===== config.mk =====
export PLATFORM = sky130hd
export DESIGN_NAME = clint_mc_flat
export DESIGN_NICKNAME = d
export VERILOG_FILES = /design/src/rtl/clint_mc_if.sv /design/src/rtl/clint_mc.sv /design/src/flat_wrapper.sv
export SDC_FILE = /design/constraint.sdc
export NUM_CORES = 1
export LEC_CHECK = 0
export BUFFER_PORTS_ARGS = -buffer_cell sky130_fd_sc_hd__buf_2
export CORE_MARGIN = 3
export CORE_UTILIZATION = 60
export CTS_CLUSTER_DIAMETER = 30
export DETAILED_ROUTE_END_ITERATION = 8
export GPL_ROUTABILITY_DRIVEN = 0
export HOLD_SLACK_MARGIN = 0.03
export PLACE_DENSITY = 0.92
export RECOVER_POWER = 100
export SYNTH_ARGS = -nofsm -noshare
export SYNTH_HDL_FRONTEND = slang
export SYNTH_SLANG_ARGS = --single-unit

===== constraint.sdc =====
create_clock -name clk -period 3.2 [get_ports clk]
set_input_delay 0.48 -clock clk [delete_from_list [all_inputs] [get_ports clk]]
set_output_delay 0.48 -clock clk [all_outputs]
set_load 0.005 [all_outputs]

===== src/rtl/clint_mc_if.sv =====
// clint_mc_if: valid/ready peripheral bus between a CPU and the clint_mc
// core-local interruptor. One request per valid cycle; ready answers exactly
// one cycle later with rdata for reads.
interface clint_mc_if #(
  parameter int unsigned ADDR_W = 16
);
  logic              valid;
  logic [ADDR_W-1:0] address;
  logic [31:0]       wdata;
  logic [3:0]        wstrb;
  logic [31:0]       rdata;
  logic              ready;

  modport master (
    output valid, address, wdata, wstrb,
    input  rdata, ready
  );

  modport slave (
    input  valid, address, wdata, wstrb,
    output rdata, ready
  );
endinterface


===== src/rtl/clint_mc.sv =====
// clint_mc: multi-hart core-local interruptor.
// One 64-bit mtime counter advanced by a programmable prescaler off clk,
// one 64-bit mtimecmp and one msip bit per hart, per-hart mtip/msip lines.
// Optional feature macro CLINT_MTIME_SNAPSHOT_EN: a read of the mtime low
// word latches the high word into a shadow returned by high-word reads.
module clint_mc #(
  parameter int unsigned ADDR_W  = 16,
  parameter int unsigned DATA_W  = 32,
  parameter int unsigned N_CORES = 1,
  parameter int unsigned PRESC_W = 16
) (
  input  logic               clk,
  input  logic               reset,
  clint_mc_if.slave          bus,
  output logic [N_CORES-1:0] mtip,
  output logic [N_CORES-1:0] msip
);

  localparam logic [31:0] A_MSIP  = 32'h0000_0000;
  localparam logic [31:0] A_CMP   = 32'h0000_4000;
  localparam logic [31:0] A_CTRL  = 32'h0000_BFF0;
  localparam logic [31:0] A_PRESC = 32'h0000_BFF4;
  localparam logic [31:0] A_MTL   = 32'h0000_BFF8;
  localparam logic [31:0] A_MTH   = 32'h0000_BFFC;

  // byte-enable merge of a bus write into an existing word
  function automatic logic [DATA_W-1:0] merge(input logic [DATA_W-1:0] old_v,
                                              input logic [DATA_W-1:0] new_v,
                                              input logic [DATA_W-1:0] mask);
    return (old_v & ~mask) | (new_v & mask);
  endfunction

  // decode
  logic [31:0]        word_addr;
  logic [N_CORES-1:0] sel_msip;
  logic [N_CORES-1:0] sel_cmp_lo;
  logic [N_CORES-1:0] sel_cmp_hi;
  logic               sel_ctrl, sel_presc, sel_mtl, sel_mth;
  logic               is_wr, is_rd;
  logic [DATA_W-1:0]  bmask;

  // state
  logic [63:0]        mtime_q, mtime_d;
  logic [PRESC_W-1:0] pc_q, pc_d;
  logic [PRESC_W-1:0] presc_q, presc_d;
  logic               en_q, en_d;
  logic [63:0]        cmp_q [N_CORES];
  logic [63:0]        cmp_d [N_CORES];
  logic [N_CORES-1:0] msip_q, msip_d;
  logic [N_CORES-1:0] mtip_q, mtip_d;
  logic               ready_q, ready_d;
  logic [DATA_W-1:0]  rdata_q, rdata_d;
  logic               tick;
`ifdef CLINT_MTIME_SNAPSHOT_EN
  logic [31:0]        shadow_q, shadow_d;
`endif

  // address decode and request classification
  always_comb begin
    word_addr  = 32'(bus.address) & 32'hFFFF_FFFC;
    sel_msip   = '0;
    sel_cmp_lo = '0;
    sel_cmp_hi = '0;
    for (int unsigned h = 0; h < N_CORES; h++) begin
      if (word_addr == A_MSIP + 4 * h)     sel_msip[h]   = 1'b1;
      if (word_addr == A_CMP + 8 * h)      sel_cmp_lo[h] = 1'b1;
      if (word_addr == A_CMP + 8 * h + 4)  sel_cmp_hi[h] = 1'b1;
    end
    sel_ctrl  = (word_addr == A_CTRL);
    sel_presc = (word_addr == A_PRESC);
    sel_mtl   = (word_addr == A_MTL);
    sel_mth   = (word_addr == A_MTH);
    is_wr     = bus.valid & (|bus.wstrb);
    is_rd     = bus.valid & ~(|bus.wstrb);
    bmask     = {{8{bus.wstrb[3]}}, {8{bus.wstrb[2]}},
                 {8{bus.wstrb[1]}}, {8{bus.wstrb[0]}}};
  end

  // prescaler, mtime, control and per-hart register updates
  always_comb begin
    tick    = en_q & (pc_q == presc_q);
    pc_d    = pc_q;
    presc_d = presc_q;
    en_d    = en_q;
    msip_d  = msip_q;
    cmp_d   = cmp_q;
    mtime_d = tick ? mtime_q + 64'd1 : mtime_q;

    if (en_q) pc_d = tick ? '0 : pc_q + PRESC_W'(1);

    if (is_wr) begin
      if (sel_ctrl && bus.wstrb[0]) en_d = bus.wdata[0];
      if (sel_presc) begin
        presc_d = PRESC_W'(merge(32'(presc_q), bus.wdata, bmask));
        pc_d    = '0;
      end
      // a bus write to either mtime word replaces the tick result entirely,
      // so the other word keeps its pre-tick value and no carry propagates
      if (sel_mtl) mtime_d = {mtime_q[63:32], merge(mtime_q[31:0], bus.wdata, bmask)};
      if (sel_mth) mtime_d = {merge(mtime_q[63:32], bus.wdata, bmask), mtime_q[31:0]};
      for (int unsigned h = 0; h < N_CORES; h++) begin
        if (sel_msip[h] && bus.wstrb[0]) msip_d[h] = bus.wdata[0];
        if (sel_cmp_lo[h]) cmp_d[h] = {cmp_q[h][63:32], merge(cmp_q[h][31:0], bus.wdata, bmask)};
        if (sel_cmp_hi[h]) cmp_d[h] = {merge(cmp_q[h][63:32], bus.wdata, bmask), cmp_q[h][31:0]};
      end
    end
  end

  // read mux sampled from current register state; response one cycle later
  always_comb begin
    ready_d = bus.valid;
    rdata_d = '0;
`ifdef CLINT_MTIME_SNAPSHOT_EN
    shadow_d = shadow_q;
    if (is_rd && sel_mtl) shadow_d = mtime_q[63:32];
`endif
    if (is_rd) begin
      if (sel_ctrl)  rdata_d = {31'b0, en_q};
      if (sel_presc) rdata_d = 32'(presc_q);
      if (sel_mtl)   rdata_d = mtime_q[31:0];
`ifdef CLINT_MTIME_SNAPSHOT_EN
      if (sel_mth)   rdata_d = shadow_q;
`else
      if (sel_mth)   rdata_d = mtime_q[63:32];
`endif
      for (int unsigned h = 0; h < N_CORES; h++) begin
        if (sel_msip[h])   rdata_d = {31'b0, msip_q[h]};
        if (sel_cmp_lo[h]) rdata_d = cmp_q[h][31:0];
        if (sel_cmp_hi[h]) rdata_d = cmp_q[h][63:32];
      end
    end
  end

  // timer interrupt compare, registered one cycle behind mtime/mtimecmp
  always_comb begin
    mtip_d = '0;
    for (int unsigned h = 0; h < N_CORES; h++) begin
      mtip_d[h] = (mtime_q >= cmp_q[h]);
    end
  end

  // state registers
  always_ff @(posedge clk or negedge reset) begin
    if (!reset) begin
      mtime_q <= '0;
      pc_q    <= '0;
      presc_q <= '0;
      en_q    <= 1'b1;
      msip_q  <= '0;
      mtip_q  <= '0;
      ready_q <= 1'b0;
      rdata_q <= '0;
      for (int unsigned h = 0; h < N_CORES; h++) begin
        cmp_q[h] <= '1;
      end
`ifdef CLINT_MTIME_SNAPSHOT_EN
      shadow_q <= '0;
`endif
    end else begin
      mtime_q <= mtime_d;
      pc_q    <= pc_d;
      presc_q <= presc_d;
      en_q    <= en_d;
      msip_q  <= msip_d;
      mtip_q  <= mtip_d;
      ready_q <= ready_d;
      rdata_q <= rdata_d;
      cmp_q   <= cmp_d;
`ifdef CLINT_MTIME_SNAPSHOT_EN
      shadow_q <= shadow_d;
`endif
    end
  end

  assign bus.rdata = rdata_q;
  assign bus.ready = ready_q;
  assign mtip      = mtip_q;
  assign msip      = msip_q;

endmodule


===== src/flat_wrapper.sv =====
// flat-port wrapper written by rule: the top's interface ports become plain ports
module clint_mc_flat 
#(
  parameter int unsigned ADDR_W  = 16,
  parameter int unsigned DATA_W  = 32,
  parameter int unsigned N_CORES = 1,
  parameter int unsigned PRESC_W = 16
)
  (clk, reset, mtip, msip, bus_valid, bus_address, bus_wdata, bus_wstrb, bus_rdata, bus_ready);
  clint_mc_if #(.ADDR_W(ADDR_W)) bus_i ();
  input  logic clk;
  input  logic reset;
  output logic [N_CORES-1:0] mtip;
  output logic [N_CORES-1:0] msip;
  input wire logic [$bits(bus_i.valid)-1:0] bus_valid;
  input wire logic [$bits(bus_i.address)-1:0] bus_address;
  input wire logic [$bits(bus_i.wdata)-1:0] bus_wdata;
  input wire logic [$bits(bus_i.wstrb)-1:0] bus_wstrb;
  output wire logic [$bits(bus_i.rdata)-1:0] bus_rdata;
  output wire logic [$bits(bus_i.ready)-1:0] bus_ready;
  assign bus_i.valid = bus_valid;
  assign bus_i.address = bus_address;
  assign bus_i.wdata = bus_wdata;
  assign bus_i.wstrb = bus_wstrb;
  assign bus_rdata = bus_i.rdata;
  assign bus_ready = bus_i.ready;
  clint_mc #(.ADDR_W(ADDR_W), .DATA_W(DATA_W), .N_CORES(N_CORES), .PRESC_W(PRESC_W)) u_core (.clk(clk), .reset(reset), .bus(bus_i), .mtip(mtip), .msip(msip));
endmodule

==> impl_metrics.toml <==
[job]
maxCapViolations = 1

[synthesis]
async_flop_share = 1.00
multiplexer_fraction_of_the_synthesized_cell_area = 0.0828
synth_enable_flop_cells = 0
synth_area_mm2 = 0.0117
ys_top_cells_by_area = "sky130_fd_sc_hd__dfrtp_1 (28%), sky130_fd_sc_hd__dfstp_2 (15%), sky130_fd_sc_hd__mux2_2 (8.1%)"
yosysMostFrequentCell = "sky130_fd_sc_hd__nand2_1"
synth_simple_gate_area_share = 0.190
synth-seq-area-share = 0.427
syn_nets = 1363
combinational_family_with_the_most_area_after_synthesis = "simple AND/OR/NAND/NOR gates"
synth_compound_gate_area_share = 0.159
ys.flop_type = "sky130_fd_sc_hd__dfrtp_1"
synth-seq-cells = 196
largest_area_contributor_in_the_netlist = "sky130_fd_sc_hd__dfrtp_1"
netlist.area_leader.share = 0.281
synth_area_per_cell_um2 = 9.39
postSynthCellCount = 1242
synth_adder_area_share = 0.0708
synth-xor-area-share = 0.0263
yosys_warnings = 0
synth_cell_types = 72
synth.top_cells.by_count = "sky130_fd_sc_hd__nand2_1 (135), sky130_fd_sc_hd__dfrtp_1 (131), sky130_fd_sc_hd__nor2_1 (89)"

[floorplan]
floorplan.die.width_um = 145
design.die.area_mm2 = 0.0211
floorplan.rows = 50
core_mm2 = 0.0189
floorplan.die.height_um = 145
io_pins = 90
start_util = 0.617

[timing]
final_critical_path_setup_slack_ns = 0.170
rsz0062_at_grt = "no"
maxSlewViolCount = 82
timing.final.hold_violations = 0
fmax_ghz = 0.330
hold_slack_ns = 0.296
timing.final.setup_violations = 0
post-route-period-util = 0.947
clock-skew-final_ns = 0.0130
worst_max_slew_margin_expressed_relative_to_the_limit = -0.447
tightest_slew_ns = 2.17
total_negative_setup_slacks_ns = 0
layout_min_cycle_time_ns = 3.03

[worst_setup_path]
worst_path_class_setup = "reg2reg"
cp_data_arrival_time_ns = 3.38
required_ns = 3.55
worstPathBufferInverterCount = 1
crit_fanout = 7
crit_chain = "xor2_1, nor4_1, nand3_1, or4_4, nor3b_4, buf_4, nand2_4, or3_1, o211a_1"
critical_path.max_stage_delay_ns = 0.64
crit_family = "simple AND/OR/NAND/NOR gates"
critical_path.startpoint_type = "register"
endpoint_kind = "register"
cp_slowest_cell = "sky130_fd_sc_hd__or4_4"

[cells_and_area]
area_growth_syn_to_layout_pct = 12.8
multiInputGateArea_mm2 = 0.00620
nFillCells = 1373
net_count_reported_at_finish = 1466
regArea_mm2 = 0.00499
post_route_cells_drive_above_1_share = 0.228
area_of_all_placed_cells_without_fillers_mm2 = 0.0132
diodes = 0

[detailed_routing]
totalWireLength_um = 36000
drc = 0
drt_pass_1_iters = 9
drt-vias-per-instance = 6.90
number_of_nets_with_antenna_violations_after_detailed_routing = 0
number_of_vias_after_detailed_routing = 11164
average_detailed_routed_wire_length_per_instance_um = 22.2
initialDrtViolationCount = 1556

[run_status]
failed_checks = "capacitance limit, slew limit"
outcome = "complete, but fails checks"

[global_routing]
initial_antenna_violation_count = 0
gr_layer_usage_met2 = 0.531
grt.overflow.total = 0
number_of_global_route_vias_before_repair = 11069
grt_util_met1 = 0.418
grt_first_pass_wirelength_um = 57400
grt_util_met3 = 0.0853
grt_most_used_layer = "met2"
grt.total_usage = 0.335
grt_start_max_net_pins = 82

[clock_tree]
worstSkewPairLatency_ns = 0.45
cts_max_path_buffers = 2
clock-root-buffer = "sky130_fd_sc_hd__clkbuf_16"
cts-htree-levels = 4
clkSinkCount = 196
cts-hold-fix-buffers = 0
cts_tree = "built"
cts_buffers = 17
worst_setup_hold_path_clk_slew_ns = 0.08

[pwr]
power.leakage_nw = 5.65
power.ir.vdd_worst_mv = 0.367
power.density_cell_area_mw_per_mm2 = 371

[placed_design]
post-place-ws_ns = 0.128
io_buffers = 87
dp_hpwl_um = 25000
placed_area_mm2 = 0.0126

[worst_hold_path]
timing.hold.worst.class = "in2reg"
metal layers:
metal | share of wire | vias up
met2 | 0.46 | 909
met5 | 0 | -
li1 | - | 4795
met3 | 0.11 | 233
met1 | 0.36 | 5227
met4 | 0.063 | 0
report_power, final:
part,internal (W),switching [W]
clock,0.00111,0.00107
sequential,0.00248,0.00000428
combinational,0.0000548,0.000156
cell families (layout without fill, tap and decap cells):
| group | Yosys count | after routing |
|---|---|---|
| and+or+nand+nor | 447 | 447 |
| muxes | 86 | 86 |
| AOI/OAI and AO/OA | 280 | 280 |
| adders and majority gates | 66 | 66 |
| xor gates and xnor gates | 35 | 35 |
| buffers and inverters | 132 | 248 |
| DFF | 196 | 196 |
cells in the final DEF (no fill, tap or decap), types with 4 or more instances in the layout:
cell type	count
sky130_fd_sc_hd__o21a_1	4
sky130_fd_sc_hd__dfstp_2	64
sky130_fd_sc_hd__o211ai_1	21
sky130_fd_sc_hd__a31oi_1	12
sky130_fd_sc_hd__a21boi_0	4
sky130_fd_sc_hd__a221oi_1	4
sky130_fd_sc_hd__a22oi_1	14
sky130_fd_sc_hd__inv_1	77
sky130_fd_sc_hd__ha_1	66
sky130_fd_sc_hd__nor2_1	88
sky130_fd_sc_hd__a211oi_1	7
sky130_fd_sc_hd__clkbuf_16	17
sky130_fd_sc_hd__or3_1	8
sky130_fd_sc_hd__nor3_1	18
sky130_fd_sc_hd__nand3_1	67
sky130_fd_sc_hd__buf_4	36
sky130_fd_sc_hd__clkbuf_2	7
sky130_fd_sc_hd__a21o_1	8
sky130_fd_sc_hd__clkbuf_1	24
sky130_fd_sc_hd__nor2b_1	5
sky130_fd_sc_hd__nand4_1	34
sky130_fd_sc_hd__inv_8	6
sky130_fd_sc_hd__nand2b_1	4
sky130_fd_sc_hd__xor2_1	29
sky130_fd_sc_hd__o21ai_0	75
sky130_fd_sc_hd__nor4_1	20
sky130_fd_sc_hd__and3_1	29
sky130_fd_sc_hd__mux2_2	82
sky130_fd_sc_hd__nand2_1	134
sky130_fd_sc_hd__xnor2_1	6
sky130_fd_sc_hd__a221o_1	4
sky130_fd_sc_hd__a222oi_1	31
sky130_fd_sc_hd__a21oi_1	67
sky130_fd_sc_hd__a211o_1	6
sky130_fd_sc_hd__or4_1	7
sky130_fd_sc_hd__buf_2	69
sky130_fd_sc_hd__dfrtp_1	131
worst reg2reg max path, delay by kind of cell, from the launching register on:
| family | cells | cell delay [ns] |
|---|---|---|
| XOR/XNOR | 1 | 0.19 |
| AO/OA/AOI/OAI | 1 | 0.11 |
| AND/OR/NAND/NOR | 6 | 1.97 |
| buffers and inverters | 1 | 0.20 |
| flip-flops | 1 | 0.46 |
path summary, 6_finish.rpt:
path / start / to / slack [ns] / cells past startpoint
worst min-delay path: bus_wdata[26] / register / 0.30 / 3
worst min register to register: register / register / 0.52 / 2
max in group asynchronous: reset / u_core.bus.rdata[29]$_DFF_PN0_ / 0.77 / 2
worst max register to register: u_core.pc_q[7]$_DFF_PN0_ / register / 0.17 / 9
worst max-delay path: u_core.pc_q[7]$_DFF_PN0_ / register / 0.17 / 9
min in group asynchronous: reset / u_core.mtime_q[22]$_DFFE_PN0P_ / 0.63 / 1
repair_timing:
action / CTS / global route
hold endpoints to repair: 0 / 0
buffers inserted: 0 / 2
resized for setup: 0 / 3
setup endpoints to repair: 0 / 9
cell type report:
cell class / count / share of cell area
tap: 260 / 0.0247
timing repair buffer: 138 / 0.0581
multi-input combinational: 914 / 0.471
clock buffer: 17 / 0.0323
sequential: 196 / 0.379
clock inverter: 15 / 0.0122
inverter: 78 / 0.0223
metrics by stage:
stage | util | power, W | cells
detailed placement | 0.669 | 0.00274 | 1584
floorplan | - | 0.00259 | 1242
global route | 0.696 | 0.00500 | 1618
global placement | 0.669 | 0.00274 | 1584
CTS | 0.700 | 0.00489 | 1616
finish | 0.696 | 0.00488 | 1618
Power figures use the tool's default switching activity.
